**config.mk**
```make
export PLATFORM = sky130hd
export DESIGN_NAME = kmeans_frame_feeder_flat
export DESIGN_NICKNAME = d
export VERILOG_FILES = /design/src/rtl/kmeans_pkg.sv /design/src/rtl/kmeans_frame_feeder_if.sv /design/src/rtl/kmeans_sync_fifo.sv /design/src/rtl/kmeans_frame_feeder.sv /design/src/flat_wrapper.sv
export SDC_FILE = /design/constraint.sdc
export NUM_CORES = 2
export LEC_CHECK = 0
export BUFFER_PORTS_ARGS = -buffer_cell sky130_fd_sc_hd__buf_2
export CAP_MARGIN = 40
export CORE_UTILIZATION = 45
export CTS_BUF_LIST = sky130_fd_sc_hd__clkbuf_8
export DETAILED_ROUTE_END_ITERATION = 12
export SETUP_SLACK_MARGIN = 0.3
export SYNTH_ARGS = -nofsm -noshare
export SYNTH_HDL_FRONTEND = slang
export SYNTH_HIERARCHICAL = 1
export SYNTH_SLANG_ARGS = --single-unit
```
**constraint.sdc**
```tcl
create_clock -name clk -period 3 [get_ports clk]
set_clock_uncertainty 0.05 [all_clocks]
set_input_delay 0.6 -clock clk [delete_from_list [all_inputs] [get_ports clk]]
set_output_delay 0.6 -clock clk [all_outputs]
set_load 0.05 [all_outputs]
```
**src/rtl/kmeans_pkg.sv**
```systemverilog
// kmeans_pkg: shared types and constants for the k-means frame feeder
package kmeans_pkg;
    typedef enum logic [1:0] {FILL, SEND, WAIT_RES} feeder_state_t;
    localparam int DATA_W_DEF  = 16;
    localparam int FRAME_CNT_W = 16;
endpackage

```
**src/rtl/kmeans_frame_feeder_if.sv**
```systemverilog
// kmeans_frame_feeder_if: source ready/valid stream plus CORE input stream and result monitor
interface kmeans_frame_feeder_if
    import kmeans_pkg::*;
#(
    parameter int DATA_W = DATA_W_DEF
);
    logic              s_valid;
    logic              s_ready;
    logic [DATA_W-1:0] s_data;
    logic              in_valid;
    logic [DATA_W-1:0] in_data;
    logic              out_valid;
    modport slave  (input  s_valid, s_data, out_valid, output s_ready, in_valid, in_data);
    modport master (output s_valid, s_data, out_valid, input  s_ready, in_valid, in_data);
endinterface

```
**src/rtl/kmeans_sync_fifo.sv**
```systemverilog
// kmeans_sync_fifo: single-clock FIFO with first-word-fall-through read and occupancy count
module kmeans_sync_fifo
    import kmeans_pkg::*;
#(
    parameter int WIDTH = DATA_W_DEF,
    parameter int DEPTH = 128,
    localparam int AW = $clog2(DEPTH)
) (
    input  logic          clk,
    input  logic          rst,
    input  logic          push,
    input  logic [WIDTH-1:0] wr_data,
    input  logic          pop,
    output logic [WIDTH-1:0] rd_data,
    output logic          full,
    output logic          empty,
    output logic [AW:0]   count
);
    logic [WIDTH-1:0] mem [DEPTH];
    logic [AW-1:0]    wr_ptr, rd_ptr;
    logic             do_push, do_pop;

    assign full    = count == (AW+1)'(DEPTH);
    assign empty   = count == '0;
    assign do_push = push && !full;
    assign do_pop  = pop && !empty;
    assign rd_data = mem[rd_ptr];

    // pointer and occupancy bookkeeping; pointers wrap naturally at DEPTH
    always_ff @(posedge clk) begin
        if (rst) begin
            wr_ptr <= '0;
            rd_ptr <= '0;
            count  <= '0;
        end else begin
            wr_ptr <= wr_ptr + AW'(do_push);
            rd_ptr <= rd_ptr + AW'(do_pop);
            count  <= count + (AW+1)'(do_push) - (AW+1)'(do_pop);
        end
    end

    // storage array write, no reset needed on data
    always_ff @(posedge clk) begin
        if (do_push) mem[wr_ptr] <= wr_data;
    end
endmodule

```
**src/rtl/kmeans_frame_feeder.sv**
```systemverilog
// kmeans_frame_feeder: buffers source words and bursts whole frames into the k-means CORE
// Optional KMEANS_FEEDER_HEADER_EN prefixes each burst with a FRAME_LEN header word.
module kmeans_frame_feeder
    import kmeans_pkg::*;
#(
    parameter int DATA_W     = DATA_W_DEF,
    parameter int FRAME_LEN  = 64,
    parameter int FIFO_DEPTH = 128
) (
    input  logic                   clk,
    input  logic                   rst,
    kmeans_frame_feeder_if.slave   bus,
    output logic                   busy,
    output logic                   frame_done,
    output logic [FRAME_CNT_W-1:0] frame_cnt
);
`ifdef KMEANS_FEEDER_HEADER_EN
    localparam int HDR = 1;
`else
    localparam int HDR = 0;
`endif
    localparam int SEND_LEN = FRAME_LEN + HDR;
    localparam int CNT_W    = $clog2(SEND_LEN);
    localparam int OCC_W    = $clog2(FIFO_DEPTH) + 1;

    feeder_state_t     state, state_n;
    logic              push, pop, full, empty, send_word, seen, is_hdr, last;
    logic [OCC_W-1:0]  count;
    logic [DATA_W-1:0] rd_data, word_n;
    logic [CNT_W-1:0]  sent;

    assign bus.s_ready = !full && !rst;
    assign push        = bus.s_valid && bus.s_ready;
    assign busy        = state != FILL;
    assign last        = sent == CNT_W'(SEND_LEN - 1);
    assign is_hdr      = (HDR != 0) && (sent == '0);

    kmeans_sync_fifo #(.WIDTH(DATA_W), .DEPTH(FIFO_DEPTH)) u_fifo (
        .clk     (clk),
        .rst     (rst),
        .push    (push),
        .wr_data (bus.s_data),
        .pop     (pop),
        .rd_data (rd_data),
        .full    (full),
        .empty   (empty),
        .count   (count)
    );

    // state register
    always_ff @(posedge clk) begin
        if (rst) state <= FILL;
        else     state <= state_n;
    end

    // next state, FIFO pop and the word to present on the next cycle
    always_comb begin
        state_n    = state;
        pop        = 1'b0;
        send_word  = 1'b0;
        word_n     = '0;
        frame_done = 1'b0;
        case (state)
            FILL: state_n = count >= OCC_W'(FRAME_LEN) ? SEND : FILL;
            SEND: begin
                send_word = 1'b1;
                pop       = !is_hdr && !empty;
                word_n    = is_hdr ? DATA_W'(FRAME_LEN) : rd_data;
                state_n   = last ? WAIT_RES : SEND;
            end
            WAIT_RES: begin
                frame_done = seen && !bus.out_valid;
                state_n    = frame_done ? FILL : WAIT_RES;
            end
            default: state_n = FILL;
        endcase
    end

    // burst position counter and result-burst tracker (only live in WAIT_RES)
    always_ff @(posedge clk) begin
        if (rst) begin
            sent <= '0;
            seen <= 1'b0;
        end else begin
            sent <= state == SEND ? sent + 1'b1 : '0;
            seen <= state == WAIT_RES && state_n == WAIT_RES && (seen || bus.out_valid);
        end
    end

    // registered CORE outputs and completed-frame counter
    always_ff @(posedge clk) begin
        if (rst) begin
            bus.in_valid <= 1'b0;
            bus.in_data  <= '0;
            frame_cnt    <= '0;
        end else begin
            bus.in_valid <= send_word;
            bus.in_data  <= word_n;
            frame_cnt    <= frame_cnt + FRAME_CNT_W'(frame_done);
        end
    end
endmodule

```
**src/flat_wrapper.sv**
```systemverilog
// flat-port wrapper written by rule: the top's interface ports become plain ports
module kmeans_frame_feeder_flat import kmeans_pkg::*;
#(
    parameter int DATA_W     = DATA_W_DEF,
    parameter int FRAME_LEN  = 64,
    parameter int FIFO_DEPTH = 128
)
  (clk, rst, busy, frame_done, frame_cnt, bus_s_valid, bus_s_data, bus_out_valid, bus_s_ready, bus_in_valid, bus_in_data);
  kmeans_frame_feeder_if #(.DATA_W(DATA_W)) bus_i ();
  input  logic clk;
  input  logic rst;
  output logic busy;
  output logic frame_done;
  output logic [FRAME_CNT_W-1:0] frame_cnt;
  input wire logic [$bits(bus_i.s_valid)-1:0] bus_s_valid;
  input wire logic [$bits(bus_i.s_data)-1:0] bus_s_data;
  input wire logic [$bits(bus_i.out_valid)-1:0] bus_out_valid;
  output wire logic [$bits(bus_i.s_ready)-1:0] bus_s_ready;
  output wire logic [$bits(bus_i.in_valid)-1:0] bus_in_valid;
  output wire logic [$bits(bus_i.in_data)-1:0] bus_in_data;
  assign bus_i.s_valid = bus_s_valid;
  assign bus_i.s_data = bus_s_data;
  assign bus_i.out_valid = bus_out_valid;
  assign bus_s_ready = bus_i.s_ready;
  assign bus_in_valid = bus_i.in_valid;
  assign bus_in_data = bus_i.in_data;
  kmeans_frame_feeder #(.DATA_W(DATA_W), .FRAME_LEN(FRAME_LEN), .FIFO_DEPTH(FIFO_DEPTH)) u_core (.clk(clk), .rst(rst), .bus(bus_i), .busy(busy), .frame_done(frame_done), .frame_cnt(frame_cnt));
endmodule
```
==> Word-level counts from Yosys, hierarchy flattened <==
Memory sizes are Yosys's and may differ from the RTL's. A register that Yosys moved wholly into a read port is not among the register bits.
Cells that the tools add are included.
{ "totals": {"register_bits": 48, "mem_bits_rw": 2048, "in_bits": 20, "output_inout_bits": 36, "wordCells": 47, "mem_count": 1} }
{ "mem_list": {"columns": ["memory", "words", "word_bits", "rd", "rd_clocked_by_memory_dff", "wr", "line_no", "source"], "rows": [
  ["u_core.u_fifo.mem", 128, 16, 1, 1, 1, "kmeans_sync_fifo.sv:19", "logic [WIDTH-1:0] mem [DEPTH];"]
]} }
{ "classes": {"addsub": 6, "n_lt_le_gt_ge": 1, "n_eq_ne": 5, "n_mux": 9, "bitwise_logic": 1, "reduce_logical": 16} }
{ "ops": {"columns": ["cell", "count"], "rows": [
  ["adder 16 x 1 -> 16 bit", 1],
  ["adder 7 x 1 -> 7 bit", 2],
  ["adder 8 x 1 -> 8 bit", 1],
  ["== test 8 bit (second input constant)", 1],
  [">= comparator 8 x 7 -> 1 bit (second input constant)", 1],
  ["zero test 8 bit", 1],
  ["subtractor 8 x 1 -> 8 bit", 1],
  ["logical AND 1 bit", 7],
  ["adder 6 x 1 -> 6 bit (second input constant)", 1],
  ["== test 6 bit (second input constant)", 1],
  ["two-way mux 1 bit", 6],
  ["case mux 2 bit (3 select lines)", 1],
  ["== test 2 bit (second input constant)", 2],
  ["zero test 1 bit", 4],
  ["two-way mux 2 bit", 2],
  ["== test 2 x 1 -> 1 bit (second input constant)", 1],
  ["zero test 2 bit", 1],
  ["nonzero test 2 bit", 1],
  ["OR reduction 2 bit", 1],
  ["logical OR 1 bit", 1],
  ["NOT 1 bit", 1]
]} }

==> Depth between registers and ports, before layout <==
{ "depth": {"depth_word": 7, "mapped_depth": 19, "depth_no_buf": 19} }

==> By module <==
Netlist, hierarchy kept.
{ "by_module_without_submodules": {"columns": ["module", "instances", "cells_per_inst", "area_each_um2", "seq_area_each_um2"], "rows": [
  ["kmeans_sync_fifo", 1, 3824, 79934.2, 61939.4],
  ["kmeans_frame_feeder", 1, 155, 1549.0, 840.8]
]} }

==> Worst setup path after synthesis <==
Ideal clock, no wire load.
{ "synth_path": {"path_kind": "register to register", "from": "register u_core.u_fifo.count[4]", "to": "register u_core.u_fifo.count[6]", "setup_time_ns": 0.131, "arrival_time_ns": 3.397, "required_ns": 2.819, "path_slack_ns": -0.578, "path_stages_with_launch": 20, "period_less_slack_ns": 3.578, "path_cell_list": "dfxtp_1 -> inv_1 -> ha_1 -> nor4bb_1 -> nand2_1 -> inv_1 -> nor2_1 -> and2_1 -> nand2_1 -> ha_1 -> inv_1 -> ha_1 -> inv_1 -> fa_1 -> nand2b_1 -> a21oi_1 -> o21ai_0 -> a21oi_1 -> o21a_1 -> nor3_1"} }
{ "synth_between": {"elab_chain_cells": 7, "word_cells_on_any_way": 11, "classes_between": "2 x add/sub; 1 x eq/ne; 1 x mux; 7 x reduce/logical"} }
{ "synth_lines": {"columns": ["element", "line_no", "source"], "rows": [
  ["from (decl)", "kmeans_sync_fifo.sv:17", "output logic [AW:0] count"],
  ["from (signal assigned)", "kmeans_sync_fifo.sv:38", "count <= count + (AW+1)'(do_push) - (AW+1)'(do_pop);"],
  ["== test 8 bit", "kmeans_sync_fifo.sv:23", "assign full = count == (AW+1)'(DEPTH);"],
  ["via u_core.full", "kmeans_frame_feeder.sv:27", "logic push, pop, full, empty, send_word, seen, is_hdr, last;"],
  ["zero test 1 bit", "kmeans_frame_feeder.sv:32", "assign bus.s_ready = !full && !rst;"],
  ["logical AND 1 bit", "kmeans_frame_feeder.sv:32", null],
  ["via bus_s_ready", "flat_wrapper.sv:18", "output wire logic [$bits(bus_i.s_ready)-1:0] bus_s_ready;"],
  ["logical AND 1 bit", "kmeans_frame_feeder.sv:33", "assign push = bus.s_valid && bus.s_ready;"],
  ["via u_core.push", "kmeans_frame_feeder.sv:27", null],
  ["logical AND 1 bit", "kmeans_sync_fifo.sv:25", "assign do_push = push && !full;"],
  ["adder 8 x 1 -> 8 bit", "kmeans_sync_fifo.sv:38", null],
  ["subtractor 8 x 1 -> 8 bit", "kmeans_sync_fifo.sv:38", null]
]} }
The timed path passes the listed nets, and every way through them passes these cells.
A chain may end at the register's enable or synchronous reset.

==> Final worst setup path <==
{ "layout_path": {"from": "register u_core.u_fifo.count[4]", "to": "register u_core.u_fifo.count[6]"} }
{ "layout_between": {"elab_chain_cells": 7, "word_cells_on_any_way": 11, "classes_between": "2 x add/sub; 1 x eq/ne; 1 x mux; 7 x reduce/logical"} }
{ "layout_lines": {"columns": ["element", "line_no"], "rows": [
  ["== test 8 bit", "kmeans_sync_fifo.sv:23"],
  ["via u_core.full", "kmeans_frame_feeder.sv:27"],
  ["zero test 1 bit", "kmeans_frame_feeder.sv:32"],
  ["logical AND 1 bit", "kmeans_frame_feeder.sv:32"],
  ["logical AND 1 bit", "kmeans_frame_feeder.sv:33"],
  ["via u_core.push", "kmeans_frame_feeder.sv:27"],
  ["logical AND 1 bit", "kmeans_sync_fifo.sv:25"],
  ["adder 8 x 1 -> 8 bit", "kmeans_sync_fifo.sv:38"],
  ["subtractor 8 x 1 -> 8 bit", "kmeans_sync_fifo.sv:38"]
]} }
The timed path passes the listed nets, and every way through them passes these cells.

==> metrics.md <==
| Metric | Value |
|---|---|
| Overall power | 73200 uW |
| Fraction of layout cells with a size suffix above 1 | 36.3% |
| CORE AREA | about 0.18 mm2 |
| CP max FO | 2 |
| GR Util met1 | between 30% and 40% |
| Drt wl/cell | 28.8 um |
| DR DRC count | 0 |
| WP data arrival | 3950 ps |
| YS warnings | 6 |
| Post-synthesis compound-gate area fraction | 3.46% |
| Post-Synth XOR/XNOR Area | less than 1% |
| Mapped Area | 0.0815 mm2 |
| Number of synthesized flops with an enable pin | 2048 |
| WP buf/inv | 4 |
| Max-slew headroom | 38.0% |
| Die width | 428 um |
| Post-Synthesis Cells | approximately 4000 |
| Via density | about 5.8 |
| Global-route wire length before repair | slightly above 300000 um |
| Placer congestion estimate | slightly below 0.9 |
| FMAX | 0.325 GHz |
| Top post-synthesis cells by area | edfxtp_1, mux4_2, mux2i_1, dfxtp_1, a22oi_1 |
| Overflow after GRT | 0 |
| Synth top area share | between 70% and 80% |
| Setup ws final | -78.3 ps |
| First-pass DRT Iterations | 5 |
| Ys flop type | edfxtp_1 |
| Slew Viols, Final | 0 |
| All-Layer GR Usage | approximately a quarter |
| Leakage | 0.0318 uW |
| CTS Root Cell | clkbuf_8 |
| Antenna violations before repair | 6 |
| Final Setup Violations | 2 |
| RSZ-0062 raised after global routing | yes |
| Combinational family with the most area after synthesis | multiplexers |
| Period minus WS final | ~3000 ps |
| IO Port Bufs | 55 |
| Post-synthesis mux area share | 15.0% |
| Standard-cell rows | 155 |
| Post-DP HPWL | 127000 um |
| # nets final | 4858 |
| Busiest metal layer after global routing | met2 |
| Initial Utilization | between 40% and 50% |
| HP Class | in -> reg |
| Type of origin of the critical path | flip-flop |
| Synth Area in Simple Gates | roughly 2.4% |
| Most common cell after layout, fill and taps aside | edfxtp_1 |
| Worst vdd ir | 0.495 mV |
| Mean Syn Cell Area | ~20 um2 |
| Clk buf depth | 4 |
| Seq/Total Area, Yosys | 77.0% |
| Synth area leader | edfxtp_1 |
| Utilization after layout | 56.0% |
| Most frequent cells in the layout | edfxtp_1, mux4_2, clkbuf_8, buf_4, mux2i_1 |
| I/O pin total | 56 |
| TritonCTS clock tree | built |
| DR vias | approximately 43000 |
| Vias in the first global route | 43200 |
| H-tree depth | 5 |
| Area growth from synthesis to layout | 23.1% |
| Fin. Hold Viols | 0 |
| Fraction of registers with async set/reset | 0% |
| # fillers | around 14000 |
| Worst skew pair latency | 1060 ps |
| Failing checks | negative setup slack |
| WL final | 215000 um |
| #FFs+latches synth | 2112 |
| Worst-margin pin slew | 928 ps |
| CP max-delay cell | fa_2 |
| Post-route ant nets | 0 |
| Critical Path RT | 3870 ps |
| Die height | about 430 um |
| Num CTS Buffers | 356 |
| Post-synthesis adder-cell area fraction | 0.316% |
| CP peak stage delay | 360 ps |
| Delay-heaviest family, CP | simple AND/OR/NAND/NOR gates |
| DIE AREA | about 0.18 mm2 |
| PD cells | 730 mW/mm2 |
| Max-cap violations | 0 |
| Run status | finished with violations |
| Worst path cell trace | inv_2, ha_4, nor4bb_4, nand2_2, inv_2, nor2_4, and2_4, nand2_8, ha_4, inv_4, ha_4, inv_2, fa_2, nand2b_4, a21oi_4, o21ai_2, a21oi_2, nor3_2, nor3_2 |
| Met2 Use GR | 36.5% |
| Initial drt markers | 4582 |
| Syn Nets | between 4000 and 5000 |
| Clk sinks | 2112 |
| Yosys cell types | 58 |
| Kind of critical path | reg -> reg |
| Fin crit share | 103% |
| Largest net degree at the start of global routing | 129 |
| CTS clk-pin slew, worst paths | 60 ps |
| Met3 GRT Util | a little over 5% |
| Setup crit end kind | flip-flop |
[final timing paths]
kind / cells past startpoint / startpoint / slack (ps) / end
setup / recovery: 19 / u_core/u_fifo/count[4] / -80 / u_core/u_fifo/count[6]
hold / removal: 1 / bus_s_data[5] / 70 / u_core/u_fifo/mem[23][5]
setup reg to reg: 19 / u_core/u_fifo/count[4] / -80 / u_core/u_fifo/count[6]
hold reg to reg: 1 / u_core/sent[0] / 410 / u_core/sent[0]
[per-stage QoR]
step / hold WS [ps] / setup slack (ps) / setup TNS, ps / area [um2] / instances
finish: 74.8 / -78.3 / -94.0 / 100000 / 7439
global route: 50.0 / -249 / -920 / 100000 / 7435
CTS: 3.29 / -62.2 / -121 / 99200 / 7375
global placement: 379 / -672 / -1910 / 89000 / 6579
detailed placement: 398 / -346 / -1170 / 89100 / 6587
floorplan: 367 / 36.6 / 0 / 82100 / 3979
[flip-flops by register name, summed over array words and instances (netlist names)]
register / count
u_core/bus.in_data: 16
u_core/state: 2
u_core/u_fifo/rd_ptr: 7
u_core/u_fifo/count: 8
u_core/u_fifo/mem: 2048
u_core/bus.in_valid: 1
u_core/sent: 6
u_core/seen: 1
u_core/u_fifo/wr_ptr: 7
u_core/frame_cnt: 16
[timing repair]
| action | 4_1_cts | 5_1_grt |
|---|---|---|
| setup endpoints to repair | 905 | 1612 |
| resized for setup | 337 | 131 |
| pin swaps | 102 | 66 |
| hold buffers | 11 | 0 |
| gates cloned | 27 | 5 |
| setup buffers | 134 | 51 |
| endpoints found under the hold margin | 181 | 0 |
[layout make-up]
cell class	instances	area (um2)	share of cell area, %
timing repair buffer	710	8900	8.87
antenna	8	20.0	0.0200
sequential	2112	62800	62.6
clock inverter	247	1150	1.14
clock buffer	369	5080	5.06
inverter	19	76.3	0.0761
tap	2355	2950	2.94
multi-input combinational	1619	19400	19.3
[worst reg2reg max path, delay by kind of cell (launching register included)]
| kind | cells | cell delay (ps) |
|---|---|---|
| adders and majority gates | 4 | 810 |
| and+or+nand+nor | 8 | 1140 |
| DFF | 1 | 330 |
| AOI/OAI and AO/OA | 3 | 430 |
| buffers and inverters | 4 | 260 |
[cells by family after synthesis]
family	count (synthesis)
and+or+nand+nor	424
buffers and inverters	248
muxes	735
adders and majority gates	20
DFF	2112
xor gates and xnor gates	19
AOI/OAI and AO/OA	421
[power breakdown]
part           switching, uW  internal (uW)  leakage (uW)
Combinational           8000           9740       0.00932
Clock                  11100          11800       0.00360
Sequential               122          32500        0.0189
[cells in the mapped netlist (2+ instances only)]
library cell / number
buf_1: 24
a221oi_1: 50
clkbuf_1: 104
buf_4: 32
mux2i_1: 342
nor2b_1: 21
nand4_2: 2
or4_1: 4
mux2_2: 3
a22oi_1: 92
o31ai_1: 4
a21oi_1: 82
nor4bb_1: 2
o2111ai_1: 2
and2_1: 21
xor2_1: 11
edfxtp_1: 2048
nand4_1: 13
buf_6: 25
ha_1: 19
and3_1: 3
buf_2: 44
xnor2_1: 8
a2111oi_0: 2
o21ai_0: 80
nor3b_1: 3
inv_1: 18
or3_1: 6
or2_2: 3
a211oi_1: 15
nor4_1: 3
o211ai_1: 3
nor2_1: 180
dfxtp_1: 64
o21ai_1: 5
mux4_2: 390
nand2b_1: 7
a31oi_1: 42
nor3_1: 6
a22o_1: 25
nand3_1: 39
a41oi_1: 13
nand2_1: 104
[layer usage]
metal	vias up	routed length, um
met5	-	0
met3	345	16600
met2	1683	101000
met1	22600	89700
li1	18200	-
met4	0	6890
(Power assumes the default switching activity.)
